## src/rtl/latch_bank_wr_ctrl.sv

```systemverilog
// Write sequencer and round-robin arbiter for a latch-based register bank.
// NREQ requesters share one write path. Each write takes three states:
// SETUP drives the data, OPEN pulses one word gate low, and HOLD keeps the
// data stable while that gate closes. A bank-wide clear takes one CLEAR state.
// Every output comes straight from a flop, so the latch gates and the clear
// cannot glitch.
module latch_bank_wr_ctrl #(
   parameter int NREQ = 4,
   parameter int AW   = 3,
   parameter int DW   = 8
) (
   input  logic                 CP,
   input  logic                 CD,
   input  logic [NREQ-1:0]      REQ,
   input  logic [NREQ*AW-1:0]   ADDR,
   input  logic [NREQ*DW-1:0]   WDATA,
   output logic [NREQ-1:0]      GNT,
   output logic [NREQ-1:0]      ACK,
   input  logic                 CLR_REQ,
   output logic                 CLR_ACK,
   output logic [DW-1:0]        LD_D,
   output logic [(2**AW)-1:0]   LD_GN,
   output logic                 LD_CD,
   output logic                 BUSY
);

   localparam int NW = 2**AW;
   localparam int RW = $clog2(NREQ);

   localparam logic [NREQ-1:0] ONE_REQ  = {{(NREQ-1){1'b0}}, 1'b1};
   localparam logic [NW-1:0]   ONE_WORD = {{(NW-1){1'b0}}, 1'b1};

   typedef enum logic [2:0] {
      ST_IDLE  = 3'd0,
      ST_SETUP = 3'd1,
      ST_OPEN  = 3'd2,
      ST_HOLD  = 3'd3,
      ST_CLEAR = 3'd4
   } state_t;

   state_t             state_r;
   state_t             next_state_s;

   logic [RW-1:0]      rr_r;
   logic [RW-1:0]      w_r;
   logic [AW-1:0]      waddr_r;
   logic [DW-1:0]      ld_d_r;
   logic [NW-1:0]      ld_gn_r;
   logic               ld_cd_r;
   logic [NREQ-1:0]    gnt_r;
   logic [NREQ-1:0]    ack_r;
   logic               clr_ack_r;
   logic               busy_r;

   logic [RW-1:0]      win_s;
   logic               any_req_s;
   logic               load_s;
   logic [AW-1:0]      sel_addr_s;
   logic [DW-1:0]      sel_data_s;
   logic [NREQ-1:0]    gnt_nx_s;
   logic [NREQ-1:0]    ack_nx_s;
   logic [NW-1:0]      ld_gn_nx_s;
   logic               ld_cd_nx_s;
   logic               clr_ack_nx_s;
   logic               busy_nx_s;

   // Pick the first set request bit, searching upward from ptr+1 (mod NREQ).
   // The loop runs from the farthest candidate to the nearest, so the nearest
   // set bit is the one kept.
   function automatic logic [RW-1:0] rr_pick(input logic [NREQ-1:0] req,
                                             input logic [RW-1:0]   ptr);
      logic [RW-1:0] pick;
      int            idx;
      pick = ptr;
      for (int k = NREQ; k >= 1; k--) begin
         idx  = (int'(ptr) + k) % NREQ;
         pick = req[RW'(idx)] ? RW'(idx) : pick;
      end
      return pick;
   endfunction

   assign win_s     = rr_pick(REQ, rr_r);
   assign any_req_s = |REQ;
   assign load_s    = (next_state_s == ST_SETUP);

   // Select the winner's address and data with an AND-OR mux.
   always_comb begin
      sel_addr_s = {AW{1'b0}};
      sel_data_s = {DW{1'b0}};
      for (int i = 0; i < NREQ; i++) begin
         sel_addr_s = sel_addr_s | (ADDR[i*AW +: AW]  & {AW{win_s == RW'(i)}});
         sel_data_s = sel_data_s | (WDATA[i*DW +: DW] & {DW{win_s == RW'(i)}});
      end
   end

   // State register.
   always_ff @(posedge CP or negedge CD) begin
      if (!CD) begin
         state_r <= ST_IDLE;
      end else begin
         state_r <= next_state_s;
      end
   end

   // Next state. IDLE and HOLD are the decision points, and a clear wins over writes.
   always_comb begin
      next_state_s = ST_IDLE;
      case (state_r)
         ST_IDLE, ST_HOLD: begin
            if (CLR_REQ) begin
               next_state_s = ST_CLEAR;
            end else if (any_req_s) begin
               next_state_s = ST_SETUP;
            end else begin
               next_state_s = ST_IDLE;
            end
         end
         ST_SETUP: next_state_s = ST_OPEN;
         ST_OPEN:  next_state_s = ST_HOLD;
         ST_CLEAR: next_state_s = ST_IDLE;
         default:  next_state_s = ST_IDLE;
      endcase
   end

   // Output decode. This logic computes the value each output flop takes in the coming state.
   always_comb begin
      gnt_nx_s     = {NREQ{1'b0}};
      ack_nx_s     = {NREQ{1'b0}};
      ld_gn_nx_s   = {NW{1'b1}};
      ld_cd_nx_s   = (next_state_s != ST_CLEAR);
      clr_ack_nx_s = (state_r == ST_CLEAR);
      busy_nx_s    = (next_state_s != ST_IDLE);
      if (load_s) begin
         gnt_nx_s = ONE_REQ << win_s;
      end else begin
         gnt_nx_s = {NREQ{1'b0}};
      end
      if (next_state_s == ST_HOLD) begin
         ack_nx_s = ONE_REQ << w_r;
      end else begin
         ack_nx_s = {NREQ{1'b0}};
      end
      if (next_state_s == ST_OPEN) begin
         ld_gn_nx_s = ~(ONE_WORD << waddr_r);
      end else begin
         ld_gn_nx_s = {NW{1'b1}};
      end
   end

   // Output and datapath registers. Reset closes every gate and clears the bank.
   always_ff @(posedge CP or negedge CD) begin
      if (!CD) begin
         rr_r      <= RW'(NREQ - 1);
         w_r       <= {RW{1'b0}};
         waddr_r   <= {AW{1'b0}};
         ld_d_r    <= {DW{1'b0}};
         ld_gn_r   <= {NW{1'b1}};
         ld_cd_r   <= 1'b0;
         gnt_r     <= {NREQ{1'b0}};
         ack_r     <= {NREQ{1'b0}};
         clr_ack_r <= 1'b0;
         busy_r    <= 1'b0;
      end else begin
         if (load_s) begin
            rr_r    <= win_s;
            w_r     <= win_s;
            waddr_r <= sel_addr_s;
            ld_d_r  <= sel_data_s;
         end
         ld_gn_r   <= ld_gn_nx_s;
         ld_cd_r   <= ld_cd_nx_s;
         gnt_r     <= gnt_nx_s;
         ack_r     <= ack_nx_s;
         clr_ack_r <= clr_ack_nx_s;
         busy_r    <= busy_nx_s;
      end
   end

   assign GNT     = gnt_r;
   assign ACK     = ack_r;
   assign CLR_ACK = clr_ack_r;
   assign LD_D    = ld_d_r;
   assign LD_GN   = ld_gn_r;
   assign LD_CD   = ld_cd_r;
   assign BUSY    = busy_r;

endmodule

```

## config.mk

```make
export PLATFORM = sky130hd
export DESIGN_NAME = latch_bank_wr_ctrl
export DESIGN_NICKNAME = d
export VERILOG_FILES = /design/src/rtl/latch_bank_wr_ctrl.sv
export SDC_FILE = /design/constraint.sdc
export NUM_CORES = 1
export LEC_CHECK = 0
export CAP_MARGIN = 20
export CORE_MARGIN = 2
export CORE_UTILIZATION = 41
export CTS_BUF_LIST = sky130_fd_sc_hd__clkbuf_16
export DETAILED_ROUTE_END_ITERATION = 12
export PLACE_DENSITY = 0.85
export RECOVER_POWER = 100
export SYNTH_ARGS = -nofsm -noshare
export SYNTH_HDL_FRONTEND = slang
export SYNTH_SLANG_ARGS = --single-unit
```

## constraint.sdc

```tcl
create_clock -name CP -period 2.5 [get_ports CP]
set_input_delay 0.375 -clock CP [delete_from_list [all_inputs] [get_ports CP]]
set_output_delay 0.375 -clock CP [all_outputs]
set_load 0.05 [all_outputs]
```

==> metrics.txt <==
outcome finished with violations; failing checks max-capacitance violations, max-slew violations; final slew viol count 38; Static Leak around 1.1 nW; worst slew pin tran 1.873 ns; number of flops mapped to enable cells by yosys 0; delay-heaviest family, CP simple AND/OR/NAND/NOR gates; Synth top cells by count dfrtp_1, nor2_1, nand2_1, and3_1; Crit Path Max Fanout 9; post-route design area about 0.0027 sq mm; most common cell in the netlist dfrtp_1; flop2flop setup slack ~0.50 ns; Yosys top cell by area dfrtp_1; vias ~1600; Synth area leaders dfrtp_1, dfstp_2, and3_1; ANT nets after route 0; Crit Path Class in2reg; Critical Path Source Type input pin; Critical-path top delay cell dlygate4sd3_1; Max VDD drop approximately 0.62 mV; vias in the first global route about 1700; Die Wd 69.46 um; ant diodes 0; share of the synthesized area in the top cell type 38.46%; post-synthesis area per instance between 10 and 15 sq um; final worst path period need around 2.1 ns; Longest Clk Path Bufs 2; post-CTS sizing 0; CP max stage delay 0.64 ns; Total Power about 3.3 mW; first-pass GRT wire length 7424 um; Syn Nets around 220; Seq/Total Area, Yosys 53.42%; Top Ports 78; Worst Path Buf+Inv 1; gp weighted congestion about 0.85; Cell Pwr Density approximately 1200 mW/mm^2; Max Clock Freq slightly below 0.5 GHz; initial core utilization a little over two fifths; drt first pass iters 4; Iter 0 DRT Violations 95; Synth cell types 33; DRT met1 WL ~1700 um; hpwl dp 3295 um; TritonCTS clock tree yes; hold buffers post-CTS 0; sum of negative setup slack 0 ns; total die area just under 0.005 sq mm; # DRC 0; core area around 0.004 sq mm; layout cell share with drive strength beyond 1 around 13%; H-tree levels 2; yosys warns 0; area growth from synthesis to layout 55.48%; final hold violations 0; Final period util a little over four fifths; Worst setup EP type flip-flop; post-layout net count between 300 and 400; maxcap violations 1; metal2 WL roughly 2300 um; I/O Buffers 77; Async SR Flop Fraction 100.0%; clock root buffer clkbuf_16; FP Rows 23; met3 WL post-DR roughly 220 um; Clock Sinks 37; GRT Overall Usage 19.34%; number of setup violations in the final report 0; RSZ-0062 raised after global routing no; clk slew on worst S/H paths about 0.050 ns; Hold Crit Class reg2reg; Synth Register Bits 37; Overflow after GRT 0; initial antenna violation count 0; drt total wl 4255 um; Mapped Cells roughly 170; CP Data Required Time about 2.7 ns; largest net degree at the start of global routing 38; Post-synth top flop dfrtp_1; clk_lat worst skew 0.28 ns; die extent in y 69.46 um; uppermost layer routed met4; CTS Buf Count 5; vias per cell between 5 and 6; worst endpoint data arrival time ~2.2 ns; Routed wire per std cell roughly 14 um; CP cell instances dlygate4sd3_1, nor2_1, a21oi_1, and2_0, nand2_1, o221a_2; Layout Skew between 0.004 and 0.005 ns; worst rel slew slack -24.88%; Mapped Area between 0.0015 and 0.002 sq mm; dpl cell area 0.002594 sq mm; Post-CTS Setup Bufs 0
==> per-layer routing <==
layer | track usage, % | up-vias
met1 | 21.52 | 761
met2 | 33.87 | 50
met5 | 0 | -
li1 | - | 770
met4 | 9.368 | 0
met3 | 5.378 | 11
==> worst reg2reg max path: cells and delay by family (launching register included) <==
family          cells  cell delay, ns
compound gates      2            0.75
flops               1            0.60
mux                 2            0.54
==> flip-flops by register name (all words and copies together), names as in the netlist <==
register,count
rr_r,2
GNT,4
ACK,4
BUSY,1
LD_CD,1
waddr_r,3
w_r,2
CLR_ACK,1
LD_D,8
LD_GN,8
state_r,3
==> through the flow <==
step / setup slack [ns] / hold WS (ns) / util [%] / instances
3_5_place_dp: 0.1904 / 0.4909 / 63.92 / 295
4_1_cts: 0.4805 / 0.2053 / 67.35 / 303
2_1_floorplan: 0.6350 / 0.07941 / - / 171
5_1_grt: 0.2253 / 0.5239 / 67.31 / 303
3_3_place_gp: 0.2568 / 0.4761 / 63.92 / 295
6_report: 0.4199 / 0.5015 / 67.31 / 303
==> placed cells by master (no fill, tap or decap), types with 4 or more instances in the layout <==
| cell | instances |
|---|---|
| o21a_1 | 4 |
| nand3_1 | 5 |
| nor2_1 | 17 |
| nand2_1 | 13 |
| dfstp_2 | 10 |
| a21boi_0 | 9 |
| nor3b_1 | 4 |
| clkdlybuf4s50_1 | 48 |
| a31oi_1 | 9 |
| buf_4 | 8 |
| dfrtp_1 | 27 |
| dlygate4sd3_1 | 28 |
| a22oi_1 | 9 |
| o21ai_0 | 10 |
| and3_1 | 11 |
| clkbuf_16 | 5 |
| mux2i_1 | 4 |
| nor2b_1 | 4 |
==> final timing paths <==
check	from	to	cells after the start
setup / recovery	REQ[3]	waddr_r[2]	6
hold / removal	w_r[0]	ACK[2]	1
setup reg to reg	rr_r[1]	waddr_r[2]	4
hold reg to reg	w_r[0]	ACK[2]	1
max in group asynchronous	CD	LD_D[5]	1
min in group asynchronous	CD	LD_CD	1
==> layout make-up <==
| class | instances | area (sq um) |
|---|---|---|
| fill | 317 | 1326 |
| sequential | 37 | 938.4 |
| timing repair buffer | 85 | 824.5 |
| multi-input combinational | 121 | 759.5 |
| clock buffer | 5 | 125.1 |
| tap | 50 | 62.56 |
| clock inverter | 3 | 13.76 |
| inverter | 2 | 7.507 |
==> cell families after synthesis <==
| group | Yosys count | share of synthesized area (%) |
|---|---|---|
| xor gates and xnor gates | 1 | 0.4987 |
| DFF | 37 | 53.42 |
| and+or+nand+nor | 64 | 18.73 |
| muxes | 6 | 3.561 |
| AOI/OAI and AO/OA | 50 | 20.44 |
| buffers and inverters | 13 | 3.348 |
==> report_power, final <==
group	switching, mW	total, mW	internal (mW)
Combinational	1.04	1.69	0.652
Clock	0.221	0.582	0.361
Sequential	0.167	1.01	0.841
No activity file was read; power rests on OpenSTA's default activity.
